`config.mk`:
```
export PLATFORM = sky130hd
export DESIGN_NAME = gpio_axil_slave
export DESIGN_NICKNAME = d
export VERILOG_FILES = /design/src/rtl/gpio_axil_slave.sv
export SDC_FILE = /design/constraint.sdc
export NUM_CORES = 1
export LEC_CHECK = 0
export ABC_AREA = 1
export BUFFER_PORTS_ARGS = -buffer_cell sky130_fd_sc_hd__buf_2
export CORE_MARGIN = 5
export CORE_UTILIZATION = 51
export CTS_CLUSTER_SIZE = 25
export DETAILED_ROUTE_END_ITERATION = 8
export GPL_TIMING_DRIVEN = 0
export HOLD_SLACK_MARGIN = 0.12
export PLACE_DENSITY = 0.84
export SLEW_MARGIN = 20
export SYNTH_ARGS = -nofsm -noshare
export SYNTH_HDL_FRONTEND = slang
export SYNTH_SLANG_ARGS = --single-unit
```
`constraint.sdc`:
```
create_clock -name ap_clk -period 1.3 [get_ports ap_clk]
set_input_delay 0.195 -clock ap_clk [delete_from_list [all_inputs] [get_ports ap_clk]]
set_output_delay 0.195 -clock ap_clk [all_outputs]
set_load 0.01 [all_outputs]
```
`src/rtl/gpio_axil_slave.sv`:
```
// AXI4-Lite GPIO slave: DATA/TRI registers plus atomic SET/CLR views of the output register,
// with a multi-stage synchroniser on the GPIO input pins.
module gpio_axil_slave #(
   parameter int          WIDTH       = 32,
   parameter int          ADDR_W      = 4,
   parameter logic [31:0] RESET_O     = 32'h0000_0000,
   parameter logic [31:0] RESET_T     = 32'hFFFF_FFFF,
   parameter int          SYNC_STAGES = 2
) (
   input  logic                  ap_clk,
   input  logic                  ap_rst_n,
   input  logic [ADDR_W-1:0]     s_axi_awaddr,
   input  logic                  s_axi_awvalid,
   output logic                  s_axi_awready,
   input  logic [WIDTH-1:0]      s_axi_wdata,
   input  logic [WIDTH/8-1:0]    s_axi_wstrb,
   input  logic                  s_axi_wvalid,
   output logic                  s_axi_wready,
   output logic [1:0]            s_axi_bresp,
   output logic                  s_axi_bvalid,
   input  logic                  s_axi_bready,
   input  logic [ADDR_W-1:0]     s_axi_araddr,
   input  logic                  s_axi_arvalid,
   output logic                  s_axi_arready,
   output logic [WIDTH-1:0]      s_axi_rdata,
   output logic [1:0]            s_axi_rresp,
   output logic                  s_axi_rvalid,
   input  logic                  s_axi_rready,
   output logic [WIDTH-1:0]      gpio_o,
   output logic [WIDTH-1:0]      gpio_t,
   input  logic [WIDTH-1:0]      gpio_i
);

   function automatic logic [WIDTH-1:0] strb_mask(input logic [WIDTH/8-1:0] strb);
      strb_mask = {WIDTH{1'b0}};
      for (int n = 0; n < WIDTH/8; n++) begin
         strb_mask[8*n +: 8] = {8{strb[n]}};
      end
   endfunction

   logic [WIDTH-1:0]                  r_o;
   logic [WIDTH-1:0]                  r_t;
   logic [SYNC_STAGES-1:0][WIDTH-1:0] r_sync;
   logic                              r_bvalid;
   logic [1:0]                        r_bresp;
   logic                              r_rvalid;
   logic [1:0]                        r_rresp;
   logic [WIDTH-1:0]                  r_rdata;

   logic             w_wr_acc;
   logic             w_rd_acc;
   logic             w_aw_err;
   logic             w_ar_err;
   logic [WIDTH-1:0] w_bits;
   logic [WIDTH-1:0] w_o_nxt;
   logic [WIDTH-1:0] w_t_nxt;
   logic [WIDTH-1:0] w_rdata_nxt;
   logic             w_unused;

   assign w_wr_acc = s_axi_awvalid & s_axi_wvalid & ~r_bvalid;
   assign w_rd_acc = s_axi_arvalid & ~r_rvalid;
   // Bits above the 16-byte window only exist when ADDR_W > 4; they flag an unmapped access.
   assign w_aw_err = (s_axi_awaddr >> 3'd4) != {ADDR_W{1'b0}};
   assign w_ar_err = (s_axi_araddr >> 3'd4) != {ADDR_W{1'b0}};
   assign w_bits   = s_axi_wdata & strb_mask(s_axi_wstrb);
   assign w_unused = ^{s_axi_awaddr[1:0], s_axi_araddr[1:0]};

   // Next values of the output and tri-state registers for an accepted write.
   always_comb begin
      w_o_nxt = r_o;
      w_t_nxt = r_t;
      if (w_wr_acc && !w_aw_err) begin
         case (s_axi_awaddr[3:2])
            2'd0:    w_o_nxt = (r_o & ~strb_mask(s_axi_wstrb)) | w_bits;
            2'd1:    w_t_nxt = (r_t & ~strb_mask(s_axi_wstrb)) | w_bits;
            2'd2:    w_o_nxt = r_o | w_bits;
            2'd3:    w_o_nxt = r_o & ~w_bits;
            default: w_o_nxt = r_o;
         endcase
      end else begin
         w_o_nxt = r_o;
         w_t_nxt = r_t;
      end
   end

   // Read mux; sees pre-write register values when a write lands on the same edge.
   always_comb begin
      w_rdata_nxt = {WIDTH{1'b0}};
      if (w_ar_err) begin
         w_rdata_nxt = {WIDTH{1'b0}};
      end else begin
         case (s_axi_araddr[3:2])
            2'd0:    w_rdata_nxt = r_sync[SYNC_STAGES-1];
            2'd1:    w_rdata_nxt = r_t;
            default: w_rdata_nxt = {WIDTH{1'b0}};
         endcase
      end
   end

   // GPIO registers and input synchroniser.
   always_ff @(posedge ap_clk or negedge ap_rst_n) begin
      if (!ap_rst_n) begin
         r_o    <= RESET_O[WIDTH-1:0];
         r_t    <= RESET_T[WIDTH-1:0];
         r_sync <= {(SYNC_STAGES*WIDTH){1'b0}};
      end else begin
         r_o    <= w_o_nxt;
         r_t    <= w_t_nxt;
         r_sync <= {r_sync[SYNC_STAGES-2:0], gpio_i};
      end
   end

   // Write response channel.
   always_ff @(posedge ap_clk or negedge ap_rst_n) begin
      if (!ap_rst_n) begin
         r_bvalid <= 1'b0;
         r_bresp  <= 2'b00;
      end else if (w_wr_acc) begin
         r_bvalid <= 1'b1;
         r_bresp  <= w_aw_err ? 2'b10 : 2'b00;
      end else if (r_bvalid && s_axi_bready) begin
         r_bvalid <= 1'b0;
      end else begin
         r_bvalid <= r_bvalid;
      end
   end

   // Read data channel; rdata/rresp held until the handshake.
   always_ff @(posedge ap_clk or negedge ap_rst_n) begin
      if (!ap_rst_n) begin
         r_rvalid <= 1'b0;
         r_rresp  <= 2'b00;
         r_rdata  <= {WIDTH{1'b0}};
      end else if (w_rd_acc) begin
         r_rvalid <= 1'b1;
         r_rresp  <= w_ar_err ? 2'b10 : 2'b00;
         r_rdata  <= w_rdata_nxt;
      end else if (r_rvalid && s_axi_rready) begin
         r_rvalid <= 1'b0;
      end else begin
         r_rvalid <= r_rvalid;
      end
   end

   assign s_axi_awready = w_wr_acc;
   assign s_axi_wready  = w_wr_acc;
   assign s_axi_bvalid  = r_bvalid;
   assign s_axi_bresp   = r_bresp;
   assign s_axi_arready = ~r_rvalid;
   assign s_axi_rvalid  = r_rvalid;
   assign s_axi_rresp   = r_rresp;
   assign s_axi_rdata   = r_rdata;
   assign gpio_o        = r_o;
   assign gpio_t        = r_t;

endmodule

```
==> impl_metrics.yaml <==
cts:
  htree_num_levels: 4
  cts_root_buffer: "clkbuf_16"
  cts.sinks: 162
  cts_tree: "done"
  clk_latency_ns: 0.43
  clk_path_buf_depth: 2
  cts_buffers: 17
  clk_pin_slew_ns: 0.06
sta:
  finalHoldViolCount: 0
  max_freq_ghz: 0.6571
  period_share_pct: 117.1
  final_max_slew_viol_count: 0
  worst_slack_ns: -0.2218
  tightest_slew_ns: 0.7950
  max_slew_margin_pct: 46.80
  fin_tns_setup_ns: -4.180
  skew_ns: 0.007800
  holdWs_ns: 0.1412
  grt_setup_unrepaired: "true"
  period_needed_ns: 1.522
  setup_viol: 41
pwr:
  powerDensity_nw_per_um2: 1638
  seqPwrFrac_pct: 42.8
  p_int_w: 0.01073
  pwr-share-clk_pct: 32.7
  p_sw_share_pct: 30.95
  p_leak_nw: 4.752
  pwr-share-comb_pct: 24.5
  switchingPower_w: 0.004809
  ir_drop_uv: 1128
setup_path:
  crit_path_max_incr_delay_ns: 0.42
  slowest_stage: "dfrtp_1"
  r2r_start: "s_axi_bvalid"
  crit_path_cell_trace: "nor2_4 -> buf_6 -> buf_6 -> buf_6"
  r2r_slack_ns: -0.17
  rr_worst_depth: 8
  crit_path_frequent_cell: "buf_6"
  reg2reg_to: "gpio_o[18]"
  start_kind: "register"
  cp_max_fo: 3
  cp_data_required_time_ns: 1.11
  crit_type: "register to output port"
  startpoint: "s_axi_bvalid"
  arrival_ns: 1.33
  endpoint_kind: "output port"
logic_synthesis:
  yosysUniqueCellTypes: 20
  synth.cell_area_um2: 6332
  yosys-top-cells-area: "dfrtp_1, dfstp_2, nand2_1"
  yosysTopAreaCell: "dfrtp_1"
  avgSynthCellArea_um2: 9.772
  synth_top_area_share_pct: 51.37
  synth_cells: 648
  ys_seq_area_share_pct: 64.65
  ys_ff_latch: 162
  ys_warn_count: 0
hold_path:
  holdPathStages: 4
  hp-start: "s_axi_awaddr[3]"
  hold_class: "input port to register"
cells_and_area:
  post-route-util_pct: 78.34
  nNetsFinal: 1042
  synthToLayoutAreaGrowth_pct: 49.83
  layout_common_cells: "nand2_1, buf_2, dfrtp_1, a21oi_1, dlygate4sd3_1"
  layout_commonest_cell: "nand2_1"
  drive_gt1_share_pct: 34.47
  fillCellCount: 725
placement:
  dp_hpwl_um: 12400
  gp_congestion: 0.8243
  io_buffers: 173
die:
  die-width_um: 121.4
  dieArea_um2: 14750
  rows: 40
  fp.dieH_um: 121.4
  coreArea_um2: 12110
  pin_count: 188
  start_util_pct: 52.28
detailed_routing:
  drtIter0Drc: 771
  via_per_inst: 5.594
  wirelength_um: 22810
  route.detailed.drc: 0
  ant_nets: 0
  dr.pass1.iters: 6
  num_vias: 6400
  wl_per_cell_um: 19.94
run:
  cap_violations: 0
run_status:
  outcome: "finished, violations left"
  violations: "setup timing"
grt:
  grt_util_all_layers_pct: 29.43
  grt_max_degree: 96
  overflow: 0
  grt_pass1_wl_um: 32990
  first_global_vias: 6292
  grt_antenna_before_repair: 3
==> cell type report <==
class / instances / area (um2) / share of cell area [%]
Buffer: 41 / 296.5 / 3.125
Sequential cell: 162 / 4094 / 43.15
Timing Repair Buffer: 287 / 2171 / 22.88
Clock inverter: 14 / 151.4 / 1.596
Antenna cell: 4 / 10.01 / 0.1055
Multi-Input combinational cell: 408 / 1956 / 20.61
Clock buffer: 18 / 439.2 / 4.629
Inverter: 42 / 160.2 / 1.688
Tap cell: 168 / 210.2 / 2.215
==> per-layer routing <==
layer	vias to the layer above	share of wire [%]	GRT usage (%)
met3	120	7.0	5.594
li1	2758	-	-
met2	401	51	49.08
met5	-	0	0
met4	0	6.1	18.21
met1	3121	36	35.09
==> stage by stage <==
step / setup WS, ns / instance area [um2] / total power (W) / cells
final: -0.2218 / 9488 / 0.01554 / 1144
after global routing: -0.2384 / 9485 / 0.01610 / 1143
after CTS: -0.1822 / 9238 / 0.01504 / 1128
after detailed placement: -0.2475 / 7457 / 0.009330 / 993
after global placement: -2.340 / 7420 / 0.009229 / 992
after floorplan: 0.1053 / 6344 / 0.007896 / 651
==> kinds of logic (layout without fill, tap and decap cells) <==
group	count (synthesis)	count (layout)	synth area share [%]
AO/OA/AOI/OAI	97	97	7.706
AND/OR/NAND/NOR	305	307	21.48
other	1	8	0.05922
buffers and inverters	83	402	6.106
flip-flops	162	162	64.65
==> repair_timing <==
action | 4_1_cts | 5_1_grt
setup endpoints to repair | 121 | 106
resized for setup | 57 | 26
cloned | 5 | 2
pin swaps | 12 | 21
endpoints found under the hold margin | 166 | 0
setup buffers | 25 | 10
hold buffers | 73 | 0
==> cell usage after synthesis, drive strengths merged <==
cell type and count:
clkbuf 10, nor2 39, inv 42, a21oi 94
nand2 164, dfstp 32, buf 31, conb 1
dfrtp 130, o21a 1, o21ai 2, nand4 32
nand3 70
==> critical path: cells and delay by family (launching register included) <==
family / cells / cell delay, ns
buffers and inverters: 3 / 0.32
AND/OR/NAND/NOR: 1 / 0.16
flip-flops: 1 / 0.42
==> worst max-delay path by stage <==
stage                     slack (ns)              end  cells after the start
after floorplan                 0.11     s_axi_wready                      3
after global placement         -2.34       r_sync[53]                      1
after detailed placement       -0.25  s_axi_rdata[30]                      6
after CTS                      -0.18     s_axi_wready                      4
after global routing           -0.24     s_axi_wready                      4
final                          -0.22     s_axi_wready                      4
==> power by group through the flow <==
stage	logic [W]	clock network, W	registers (W)
after CTS	0.00341	0.00506	0.00657
after global routing	0.00408	0.00532	0.00670
after detailed placement	0.00268	0	0.00665
after floorplan	0.000979	0	0.00692
final	0.00381	0.00508	0.00665
after global placement	0.00259	0	0.00664
No activity file was read; power rests on OpenSTA's default activity.
